===== src/rtl/pixel_stream_loader_pkg.sv =====
`default_nettype none
// ============================================================================
// Module      : pixel_loader_pkg
// Description : Shared types and constants for the pixel stream loader.
// Revision    : 1.0 - initial release
// ============================================================================
package pixel_loader_pkg;

    localparam int DEFAULT_WIDTH   = 320;
    localparam int DEFAULT_HEIGHT  = 200;
    localparam int FRAME_PIXELS    = DEFAULT_WIDTH * DEFAULT_HEIGHT;
    localparam int BYTES_PER_PIXEL = 3;

    typedef enum logic [1:0] {
        IDLE      = 2'd0,
        LOAD      = 2'd1,
        WAIT_SWAP = 2'd2
    } state_t;

    typedef logic [23:0] rgb_t;

    function automatic int frame_pixels(input int width, input int height);
        return width * height;
    endfunction

endpackage
`default_nettype wire


===== src/rtl/pixel_stream_loader_if.sv =====
`default_nettype none
// ============================================================================
// Module      : pixel_stream_loader_if
// Description : Byte stream valid/ready handshake with start-of-frame marker.
// Revision    : 1.0 - initial release
// ============================================================================
interface pixel_stream_loader_if;

    logic [7:0] in_data;
    logic       in_valid;
    logic       in_sof;
    logic       in_ready;

    modport master (
        output in_data,
        output in_valid,
        output in_sof,
        input  in_ready
    );

    modport slave (
        input  in_data,
        input  in_valid,
        input  in_sof,
        output in_ready
    );

endinterface
`default_nettype wire


===== src/rtl/pixel_stream_loader_packer.sv =====
`default_nettype none
// ============================================================================
// Module      : rgb_byte_packer
// Description : Collects three stream bytes into one 24-bit pixel word.
// Revision    : 1.0 - initial release
// ============================================================================
module rgb_byte_packer
    import pixel_loader_pkg::*;
(
    input  logic       clk,
    input  logic       rst,
    input  logic [7:0] i_byte,
    input  logic       i_load,
    input  logic       i_flush,
    output logic       o_pixel_valid,
    output rgb_t       o_pixel
);

    logic [1:0] r_lane;
    logic [7:0] r_b0;
    logic [7:0] r_b1;
    logic       w_last_lane;

    assign w_last_lane   = (r_lane == 2'(BYTES_PER_PIXEL - 1));
    // Word is presented while the third byte is still on the bus; the
    // consumer registers it on the same edge that accepts that byte.
    assign o_pixel_valid = i_load & ~i_flush & w_last_lane;
    assign o_pixel       = {i_byte, r_b1, r_b0};

    always_ff @(posedge clk) begin
        if (rst) begin
            r_lane <= 2'd0;
            r_b0   <= 8'd0;
            r_b1   <= 8'd0;
        end else if (i_load) begin
            if (i_flush) begin
                r_b0   <= i_byte;
                r_lane <= 2'd1;
            end else begin
                case (r_lane)
                    2'd0: begin
                        r_b0   <= i_byte;
                        r_lane <= 2'd1;
                    end
                    2'd1: begin
                        r_b1   <= i_byte;
                        r_lane <= 2'd2;
                    end
                    default: r_lane <= 2'd0;
                endcase
            end
        end
    end

endmodule
`default_nettype wire


===== src/rtl/pixel_stream_loader.sv =====
`default_nettype none
// ============================================================================
// Module      : pixel_stream_loader
// Description : Loads a packed RGB byte stream into a double-buffered pixel
//               memory and swaps banks on vsync after each complete frame.
// Revision    : 1.0 - initial release
// ============================================================================
module pixel_stream_loader
    import pixel_loader_pkg::*;
#(
    parameter int WIDTH  = DEFAULT_WIDTH,
    parameter int HEIGHT = DEFAULT_HEIGHT,
    parameter int ADDR_W = 16
) (
    input  logic                  clk,
    input  logic                  reset,
    pixel_stream_loader_if.slave  s_in,
    input  logic                  vsync,
    output logic                  wr_en,
    output logic                  wr_bank,
    output logic [ADDR_W-1:0]     wr_addr,
    output rgb_t                  wr_data,
    output logic                  rd_bank,
    output logic                  frame_done,
    output logic                  frame_err
);

    localparam logic [ADDR_W-1:0] c_LAST_PIX = ADDR_W'(frame_pixels(WIDTH, HEIGHT) - 1);

    state_t              r_state;
    logic [ADDR_W-1:0]   r_pix;
    logic                r_vsync_d;
    logic                r_wr_en;
    logic                r_wr_bank;
    logic [ADDR_W-1:0]   r_wr_addr;
    rgb_t                r_wr_data;
    logic                r_rd_bank;
    logic                r_frame_done;
    logic                r_frame_err;

    logic                w_accept;
    logic                w_load;
    logic                w_pixel_valid;
    rgb_t                w_pixel;

    assign s_in.in_ready = (r_state != WAIT_SWAP) & ~reset;
    assign w_accept      = s_in.in_valid & s_in.in_ready;
    // In IDLE only a start-of-frame byte is taken into the packer.
    assign w_load        = w_accept & ((r_state == LOAD) | s_in.in_sof);

    rgb_byte_packer u_packer (
        .clk           (clk),
        .rst           (reset),
        .i_byte        (s_in.in_data),
        .i_load        (w_load),
        .i_flush       (s_in.in_sof),
        .o_pixel_valid (w_pixel_valid),
        .o_pixel       (w_pixel)
    );

    always_ff @(posedge clk) begin
        if (reset) begin
            r_state      <= IDLE;
            r_pix        <= '0;
            r_vsync_d    <= 1'b0;
            r_wr_en      <= 1'b0;
            r_wr_bank    <= 1'b1;
            r_wr_addr    <= '0;
            r_wr_data    <= '0;
            r_rd_bank    <= 1'b0;
            r_frame_done <= 1'b0;
            r_frame_err  <= 1'b0;
        end else begin
            r_vsync_d    <= vsync;
            r_wr_en      <= 1'b0;
            r_frame_done <= 1'b0;
            r_frame_err  <= 1'b0;
            case (r_state)
                IDLE: begin
                    if (w_accept && s_in.in_sof) begin
                        r_pix   <= '0;
                        r_state <= LOAD;
                    end
                end
                LOAD: begin
                    if (w_accept && s_in.in_sof) begin
                        r_frame_err <= 1'b1;
                        r_pix       <= '0;
                    end else if (w_pixel_valid) begin
                        r_wr_en   <= 1'b1;
                        r_wr_addr <= r_pix;
                        r_wr_data <= w_pixel;
                        if (r_pix == c_LAST_PIX) begin
                            r_frame_done <= 1'b1;
                            r_pix        <= '0;
                            r_state      <= WAIT_SWAP;
                        end else begin
                            r_pix <= r_pix + ADDR_W'(1);
                        end
                    end
                end
                WAIT_SWAP: begin
                    // Only an edge seen while already waiting counts.
                    if (vsync && !r_vsync_d) begin
                        r_rd_bank <= r_wr_bank;
                        r_wr_bank <= ~r_wr_bank;
                        r_state   <= IDLE;
                    end
                end
                default: r_state <= IDLE;
            endcase
        end
    end

    assign wr_en      = r_wr_en;
    assign wr_bank    = r_wr_bank;
    assign wr_addr    = r_wr_addr;
    assign wr_data    = r_wr_data;
    assign rd_bank    = r_rd_bank;
    assign frame_done = r_frame_done;
    assign frame_err  = r_frame_err;

endmodule
`default_nettype wire


===== src/flat_wrapper.sv =====
// flat-port wrapper written by rule: the top's interface ports become plain ports
module pixel_stream_loader_flat import pixel_loader_pkg::*;
#(
    parameter int WIDTH  = DEFAULT_WIDTH,
    parameter int HEIGHT = DEFAULT_HEIGHT,
    parameter int ADDR_W = 16
)
  (clk, reset, vsync, wr_en, wr_bank, wr_addr, wr_data, rd_bank, frame_done, frame_err, s_in_in_data, s_in_in_valid, s_in_in_sof, s_in_in_ready);
  pixel_stream_loader_if s_in_i ();
  input  logic clk;
  input  logic reset;
  input  logic vsync;
  output logic wr_en;
  output logic wr_bank;
  output logic [ADDR_W-1:0] wr_addr;
  output rgb_t wr_data;
  output logic rd_bank;
  output logic frame_done;
  output logic frame_err;
  input wire logic [$bits(s_in_i.in_data)-1:0] s_in_in_data;
  input wire logic [$bits(s_in_i.in_valid)-1:0] s_in_in_valid;
  input wire logic [$bits(s_in_i.in_sof)-1:0] s_in_in_sof;
  output wire logic [$bits(s_in_i.in_ready)-1:0] s_in_in_ready;
  assign s_in_i.in_data = s_in_in_data;
  assign s_in_i.in_valid = s_in_in_valid;
  assign s_in_i.in_sof = s_in_in_sof;
  assign s_in_in_ready = s_in_i.in_ready;
  pixel_stream_loader #(.WIDTH(WIDTH), .HEIGHT(HEIGHT), .ADDR_W(ADDR_W)) u_core (.clk(clk), .reset(reset), .s_in(s_in_i), .vsync(vsync), .wr_en(wr_en), .wr_bank(wr_bank), .wr_addr(wr_addr), .wr_data(wr_data), .rd_bank(rd_bank), .frame_done(frame_done), .frame_err(frame_err));
endmodule

===== config.mk =====
export PLATFORM = sky130hd
export DESIGN_NAME = pixel_stream_loader_flat
export DESIGN_NICKNAME = d
export VERILOG_FILES = /design/src/rtl/pixel_stream_loader_pkg.sv /design/src/rtl/pixel_stream_loader_if.sv /design/src/rtl/pixel_stream_loader_packer.sv /design/src/rtl/pixel_stream_loader.sv /design/src/flat_wrapper.sv
export SDC_FILE = /design/constraint.sdc
export NUM_CORES = 1
export LEC_CHECK = 0
export BUFFER_PORTS_ARGS = -buffer_cell sky130_fd_sc_hd__clkbuf_2
export CAP_MARGIN = 20
export CORE_ASPECT_RATIO = 0.6
export CORE_MARGIN = 2
export CORE_UTILIZATION = 59
export DETAILED_ROUTE_END_ITERATION = 10
export GPL_ROUTABILITY_DRIVEN = 0
export HOLD_SLACK_MARGIN = 0.02
export PLACE_DENSITY = 0.84
export SLEW_MARGIN = 20
export SYNTH_ARGS = -nofsm -noshare
export SYNTH_HDL_FRONTEND = slang
export SYNTH_SLANG_ARGS = --single-unit

===== constraint.sdc =====
create_clock -name clk -period 4 [get_ports clk]
set_input_delay 0.4 -clock clk [delete_from_list [all_inputs] [get_ports clk]]
set_output_delay 0.4 -clock clk [all_outputs]
set_load 0.03 [all_outputs]

==> qor.txt, run 1 <==
outcome - completed
#FFs+latches synth - 82
CORE AREA - 0.00518 mm^2
fin. max-slew vios - 0
Hold Vio Cnt, Final - 0
CP Max Fanout - 46
# DRC - 0
GRT Resource Usage Total - 0.247
Layout area overhead - 15.7%
routed vias/inst - 5.70
WL final - 7210 um
Fill cells - 419
Worst EP arrival - 2.60 ns
Rows - 20
port bufs - 58
Skew-Pair Late Insertion Delay - 0.35 ns
Clock transition at path regs - 0.08 ns
final worst-path cycle share - 0.596
CP max-delay cell - inv_2
sequential area share after synthesis - 0.508
Yosys top cell by area - dfxtp_1
Post-CTS Setup Inserts - 0
Rel. slew slack - 0.493
register area - 0.00164 mm^2
largest family of logic cells by synthesized area - simple AND/OR/NAND/NOR gates
Synth area leaders - dfxtp_1 51%, nand2_1 11%, a21oi_1 9.3%, mux2i_1 5.6%, nor2_1 3.5%
Crit path required time - 4.22 ns
area of the multi-input gates - 0.00145 mm^2
Final Util - 0.722
Post-Synth Adder-Cell Area - 0.00387
initial antenna violation count - 0
XOR/XNOR Fraction of Synth Area - 0.00271
TNS Setup - 0 ns
Worst setup EP type - flip-flop
CP max stage delay - 0.59 ns
Avg Inst Size Synth - 8.44 um^2
Syn Nets - 397
post-DP HPWL - 4720 um
Critical Path Sink - u_core.r_state[0]
post-route antenna net violation count - 0
vias in the first global route - 2408
measured slew at the worst slew-check pin - 0.760 ns
hold slack - 0.278 ns
post-cts resize count - 0
Wirelength per Cell - 14.4 um
die span in y - 61.3 um
area of the mapped netlist - 0.00323 mm^2
Worst R2R End - u_core.r_state[0]
Post-Synth Simple-Gate Area - 0.236
clock skew - 0.00679 ns
share of post-route cells with drive strength above 1 - 0.192
clock sinks - 82
r2r setup slk - 1.71 ns
total die area - 0.00611 mm^2
Synth top area share - 0.508
Critical Path Source - reset
R2R depth - 6
total CTS buffers - 9
clk root buf - clkbuf_8
H-tree depth - 3
Leak - 1.47 nW
PwrDens - 424 mW/mm^2
Detailed Routing Iterations Pass 1 - 5
post-layout min period - 2.38 ns
critical path startpoint category - input pin
crit-path cells - clkbuf_2, nor3b_1, nand2_1, inv_2, nand3_1, a21oi_1, nor3_1
Top Ports - 59
Max clock buf depth - 2
complex-gate fraction of the synthesized area - 0.150
HP Class - input pin to flip-flop
peak supply drop - 212 uV
Max Fclk - 420 MHz
Die W - 99.6 um
DR vias - 2845
CP Class - input pin to flip-flop
CTS tree - yes
cts hold-fix bufs - 0
Synth warnings - 0
Initial Util - 0.624
antenna cells - 0
Synth Instances - 383
final net count - 442
R2R Path Start - u_core.r_state[0]
# setup viols final - 0
1st-iter DRT viols - 207
largest net degree at the start of global routing - 52
first-pass GRT wire length - 11600 um
total gr overflow - 0
synth unique cells - 46
RSZ-0062 raised after global routing - no
# Max-Cap Violations - 0
mux cell area share after synthesis - 0.0557
## where the power goes
group / total [mW] / switching (mW) / leakage, nW / internal [mW]
Sequential: 0.824 / 0.00377 / 0.661 / 0.821
Combinational: 0.0499 / 0.0347 / 0.688 / 0.0152
Clock: 0.711 / 0.297 / 0.123 / 0.414
## cells in the mapped netlist, drive strengths merged
master / number
or4: 2
and3: 4
o2bb2a: 1
nand3: 7
inv: 4
nand4: 4
o211ai: 3
buf: 11
ha: 1
mux2i: 18
o22ai: 2
o21ai: 3
a222oi: 1
nor4: 3
nor4bb: 2
nand2b: 2
and4b: 1
nor2b: 4
nor3: 2
nand2: 91
clkbuf: 15
a21o: 1
a211oi: 1
xnor2: 1
a211o: 1
a21oi: 61
a22oi: 3
and3b: 2
nand4b: 1
nor3b: 2
nor2: 31
a2111oi: 3
nand3b: 2
and2: 3
dfxtp: 82
a31oi: 4
and4: 3
o21bai: 1
## state kept, by name, indices dropped and copies added, names as in the netlist
register	cells
u_core.wr_data	24
u_core.r_pix	16
u_core.wr_addr	16
u_core.u_packer.r_b0	8
u_core.u_packer.r_b1	8
u_core.r_state	2
u_core.u_packer.r_lane	2
u_core.frame_done	1
u_core.frame_err	1
u_core.r_vsync_d	1
u_core.rd_bank	1
u_core.wr_bank	1
u_core.wr_en	1
## placed cells by master (no fill, tap or decap), types with 4 or more instances in the layout
| master | n |
|---|---|
| a31oi_1 | 4 |
| dfxtp_1 | 82 |
| clkbuf_8 | 9 |
| nand3_1 | 7 |
| nand4_1 | 4 |
| nor2_1 | 30 |
| a21oi_1 | 59 |
| nor2b_1 | 4 |
| clkbuf_2 | 58 |
| nand2_1 | 91 |
| mux2i_1 | 18 |
## per-stage QoR
stage          setup slack [ns]  area (um^2)  total power, mW  std cells
6_report                   1.62         3740             1.59        499
3_3_place_gp               1.46         3490            0.890        483
2_1_floorplan              2.09         3230            0.874        383
4_1_cts                    1.68         3740             1.59        499
3_5_place_dp               1.30         3500            0.892        483
5_1_grt                    1.48         3740             1.64        499
## metal layers
layer	part of all wire	GRT usage	up-vias	wire, um
met5	0	0	-	0
met4	0.0075	0.0763	0	54
met3	0.069	0.0795	9	494
met2	0.43	0.369	106	3120
met1	0.49	0.346	1321	3540
li1	-	-	1409	-
## critical path: cells and delay by family
family	cells	cell delay [ns]
simple gates	4	0.99
buf+inv	2	0.97
compound gates	1	0.24
## area by class of cell
class | count | share of cell area
well taps | 66 | 0.0221
flip-flops and latches | 82 | 0.439
inverters | 4 | 0.00401
repair buffers | 60 | 0.0816
multi-input cells | 271 | 0.389
clock buffers | 9 | 0.0331
clock inverters | 7 | 0.0314
## worst min path at each step
| stage | from | to | cells past startpoint |
|---|---|---|---|
| 3_5_place_dp | u_core.u_packer.r_b1[5] | u_core.wr_data[13] | 2 |
| 6_report | vsync | u_core.r_vsync_d | 3 |
| 5_1_grt | vsync | u_core.r_vsync_d | 3 |
| 4_1_cts | vsync | u_core.r_vsync_d | 3 |
| 2_1_floorplan | u_core.u_packer.r_b0[0] | u_core.wr_data[0] | 2 |
| 3_3_place_gp | u_core.wr_data[0] | u_core.wr_data[0] | 2 |
## cells by family after synthesis
kind of cell             after synthesis
AND/OR/NAND/NOR                      166
AO/OA/AOI/OAI                         85
flip-flops                            82
buffers and inverters                 30
multiplexers                          18
XOR/XNOR                               1
adder cells (fa/ha/maj)                1
No activity file was read; power rests on OpenSTA's default activity.
==> run 2: changes to the inputs <==
- CORE_UTILIZATION: 59 -> 55
- PLACE_DENSITY: 0.84 -> 0.79
- clock period: 4 -> 2.3 ns (I/O delays scaled with it)
==> qor.txt, run 2 (same netlist as run 1, synthesis figures left out) <==
max reg flops - 24
final net count - 452
Worst setup EP type - flip-flop
WL final - 7510 um
largest net degree at the start of global routing - 38
Hold Vio Cnt, Final - 0
TNS Setup - 0 ns
# setup viols final - 0
vias in the first global route - 2580
post-route antenna net violation count - 0
Leak - 1.50 nW
# DRC - 0
Post-CTS Setup Inserts - 0
# Max-Cap Violations - 0
total gr overflow - 0
final worst-path cycle share - 0.902
post-cts resize count - 0
first-pass GRT wire length - 12400 um
total CTS buffers - 9
CP Max Fanout - 10
initial antenna violation count - 0
Crit path required time - 2.58 ns
Worst Hold End - u_core.r_vsync_d
RSZ-0062 raised after global routing - no
Fill cells - 478
PwrDens - 678 mW/mm^2
Skew-Pair Late Insertion Delay - 0.35 ns
clk root buf - clkbuf_8
post-layout min period - 2.07 ns
DR vias - 2876
CP Class - flip-flop to flip-flop
Clock transition at path regs - 0.08 ns
Wirelength per Cell - 14.4 um
Rel. slew slack - 0.676
routed vias/inst - 5.50
Layout area overhead - 17.2%
HP Class - input pin to flip-flop
post-DP HPWL - 5190 um
CORE AREA - 0.00562 mm^2
share of post-route cells with drive strength above 1 - 0.208
outcome - completed
GRT Resource Usage Total - 0.248
Worst R2R End - u_core.r_pix[12]
die span in y - 63.4 um
commonest non-fill, non-tap cell in the layout - nand2_1
1st-iter DRT viols - 230
PnR Total Power - 2.57 mW
peak supply drop - 364 uV
H-tree depth - 3
clock skew - 0.00777 ns
R2R Path Start - u_core.r_pix[0]
Detailed Routing Iterations Pass 1 - 5
R2R depth - 7
total die area - 0.00653 mm^2
r2r setup slk - 0.23 ns
cts hold-fix bufs - 0
critical path startpoint category - flip-flop
Worst EP arrival - 2.35 ns
fin. max-slew vios - 0
commonest non-fill, non-tap cells in the layout - 91 x nand2_1, 82 x dfxtp_1, 60 x a21oi_1
Die W - 103 um
worst hold path depth - 3
Max Fclk - 482 MHz
CTS tree - yes
Initial Util - 0.575
antenna cells - 0
port bufs - 58
clock sinks - 82
measured slew at the worst slew-check pin - 0.486 ns
Top Ports - 59
Hold Crit Start - vsync
Rows - 21
Max clock buf depth - 2
-- run 2: cell types whose count changed in the layout (fill, tap and decap cells not counted), sizes merged --
cell,delta
buf,+10
clkinvlp,+1
clkbuf,+1
inv,+1
clkinv,-1
bufinv,-2
-- run 2: routing by layer --
layer / routed length [um] / vias to the layer above / global-route usage / part of all wire
li1: - / 1430 / - / -
met1: 3670 / 1336 / 0.367 / 0.49
met2: 3210 / 104 / 0.335 / 0.43
met3: 568 / 6 / 0.0999 / 0.076
met4: 57 / 0 / 0.0609 / 0.0076
met5: 0 / - / 0 / 0
-- run 2: cell type report --
cell class / instances / area, um^2 / area share
clock buffers: 10 / 138 / 0.0363
clock inverters: 6 / 65.1 / 0.0172
inverters: 4 / 15.0 / 0.00396
multi-input cells: 271 / 1450 / 0.383
flip-flops and latches: 82 / 1640 / 0.433
well taps: 80 / 100 / 0.0264
repair buffers: 70 / 380 / 0.100
-- run 2: power by group --
| group | internal, mW | total, mW | switching [mW] |
|---|---|---|---|
| Sequential | 1.43 | 1.43 | 0.00618 |
| Combinational | 0.0314 | 0.0925 | 0.0611 |
| Clock | 0.533 | 1.04 | 0.511 |
| Total | 1.99 | 2.57 | 0.579 |
-- run 2: critical path, stage by stage, from the launching register on --
cell	delay, ns
dfxtp_1	0.36
ha_1	0.24
and3_1	0.24
and2_1	0.24
buf_4	0.17
a21oi_2	0.41
o211ai_1	0.18
a21oi_1	0.16
-- run 2: worst max path at each step --
stage                    startpoint               end  slack (ns)  depth (start not counted)
floorplan           u_core.r_pix[0]  u_core.r_pix[11]        0.39                          7
global placement    u_core.r_pix[0]  u_core.r_pix[14]        0.37                          7
detailed placement  u_core.r_pix[0]  u_core.r_pix[12]        0.28                          7
CTS                 u_core.r_pix[0]  u_core.r_pix[12]        0.26                          7
global route        u_core.r_pix[0]  u_core.r_pix[12]        0.09                          7
finish              u_core.r_pix[0]  u_core.r_pix[12]        0.23                          7
-- run 2: stage by stage --
step	cell area, um^2	hold WS [ns]	utilization	instances	setup slack (ns)
2_1_floorplan	3230	0.364	-	383	0.390
3_3_place_gp	3590	0.437	0.638	507	0.366
3_5_place_dp	3590	0.443	0.638	507	0.280
4_1_cts	3790	0.0924	0.674	523	0.256
5_1_grt	3790	0.109	0.674	523	0.0897
6_report	3790	0.112	0.674	523	0.225
==> run 3: changes to the inputs <==
- PLACE_DENSITY: 0.79 -> 0.77
==> qor.txt, run 3 (same netlist as run 1, synthesis figures left out) <==
post-layout min period - 2.11 ns
Detailed Routing Iterations Pass 1 - 6
highest metal used - met4
TNS Setup - 0 ns
measured slew at the worst slew-check pin - 0.572 ns
clock sinks - 82
CP max stage delay - 0.51 ns
crit-path cells - ha_1, and3_1, and2_1, a21o_1, or4_1, a31oi_1
WL final - 7640 um
CP Class - flip-flop to flip-flop
CORE AREA - 0.00562 mm^2
Top Ports - 59
Hold Vio Cnt, Final - 0
peak supply drop - 361 uV
clock skew - 0.0131 ns
CTS tree - yes
H-tree depth - 3
Rel. slew slack - 0.619
Rows - 21
vias in the first global route - 2512
clk root buf - clkbuf_8
Leak - 1.52 nW
Clock transition at path regs - 0.09 ns
total gr overflow - 0
Hold Crit Start - vsync
# setup viols final - 0
register area - 0.00164 mm^2
final net count - 452
Max clock buf depth - 2
r2r setup slk - 0.19 ns
HP Class - input pin to flip-flop
R2R depth - 6
Die W - 103 um
CP max-delay cell - or4_1
met3 wire len - 710 um
Worst EP arrival - 2.40 ns
Max Fclk - 474 MHz
area of the multi-input gates - 0.00145 mm^2
final worst-path cycle share - 0.916
post-DP HPWL - 5170 um
WL met2 - 3160 um
share of post-route cells with drive strength above 1 - 0.208
worst hold path depth - 3
Metal-1 WL - 3680 um
die span in y - 63.4 um
first-pass GRT wire length - 12500 um
clock share of power - 0.439
Wirelength per Cell - 14.6 um
cts hold-fix bufs - 0
cell-internal power - 2.09 mW
Worst Hold End - u_core.r_vsync_d
PnR Total Power - 2.72 mW
CP Max Fanout - 9
total die area - 0.00653 mm^2
Layout area overhead - 18.5%
Skew-Pair Late Insertion Delay - 0.36 ns
commonest non-fill, non-tap cells in the layout - 91 x nand2_1, 82 x dfxtp_1, 60 x a21oi_1
antenna cells - 0
# Max-Cap Violations - 0
Post-CTS Setup Inserts - 0
outcome - completed
Worst setup EP type - flip-flop
fin. max-slew vios - 0
total CTS buffers - 9
# DRC - 0
max reg flops - 24
DR vias - 2908
R2R Path Start - u_core.r_pix[0]
Area after DPL - 0.00360 mm^2
GRT Resource Usage Total - 0.248
initial antenna violation count - 0
largest net degree at the start of global routing - 40
NetSw - 631 uW
Crit path required time - 2.59 ns
Comb pwr share - 0.034
Initial Util - 0.575
critical path startpoint category - flip-flop
Worst R2R End - u_core.r_pix[11]
RSZ-0062 raised after global routing - no
1st-iter DRT viols - 228
PwrDens - 711 mW/mm^2
Finished Cell Area - 0.00383 mm^2
post-route antenna net violation count - 0
hold slack - 0.118 ns
Fill cells - 486
commonest non-fill, non-tap cell in the layout - nand2_1
routed vias/inst - 5.56
Switching Fraction - 0.232
post-cts resize count - 0
port bufs - 58
sequential power share - 0.527
## run 3: critical path: cells and delay by family (launching register included)
kind,cells,cell delay (ns)
flip-flops,1,0.37
AO/OA/AOI/OAI,2,0.39
AND/OR/NAND/NOR,3,1.04
adder cells (fa/ha/maj),1,0.24
## run 3: final cells by class
type | count | share of cell area
inverters | 4 | 0.00392
multi-input cells | 271 | 0.379
flip-flops and latches | 82 | 0.429
clock inverters | 7 | 0.0278
repair buffers | 70 | 0.103
well taps | 80 | 0.0261
clock buffers | 9 | 0.0323
## run 3: per-layer routing
metal  GRT usage  up-vias
li1            -     1427
met1       0.378     1325
met2       0.325      147
met3      0.0744        9
met4      0.0905        0
met5           0        -
## run 3: worst max-delay path by stage
stage / start / to / slack (ns) / cells after the start
3_5_place_dp: u_core.r_pix[0] / u_core.r_pix[11] / 0.25 / 6
3_3_place_gp: u_core.r_pix[0] / u_core.r_pix[11] / 0.34 / 6
5_1_grt: u_core.r_state[0] / u_core.wr_addr[1] / 0.06 / 6
4_1_cts: u_core.r_pix[0] / u_core.r_pix[11] / 0.23 / 6
6_report: u_core.r_pix[0] / u_core.r_pix[11] / 0.19 / 6
2_1_floorplan: u_core.r_pix[0] / u_core.r_pix[11] / 0.39 / 7
## run 3: stage by stage
step	setup WS [ns]	util	std cells
floorplan	0.390	-	383
global placement	0.335	0.640	507
detailed placement	0.252	0.640	507
CTS	0.230	0.681	523
global route	0.0645	0.681	523
finish	0.192	0.681	523
## run 3: power by group through the flow
stage / Combinational (mW) / Clock, mW / Sequential, mW
after CTS: 0.0912 / 1.21 / 1.43
after global routing: 0.101 / 1.27 / 1.44
after floorplan: 0.0544 / 0 / 1.47
final: 0.0920 / 1.20 / 1.43
after detailed placement: 0.0901 / 0 / 1.47
after global placement: 0.0893 / 0 / 1.47
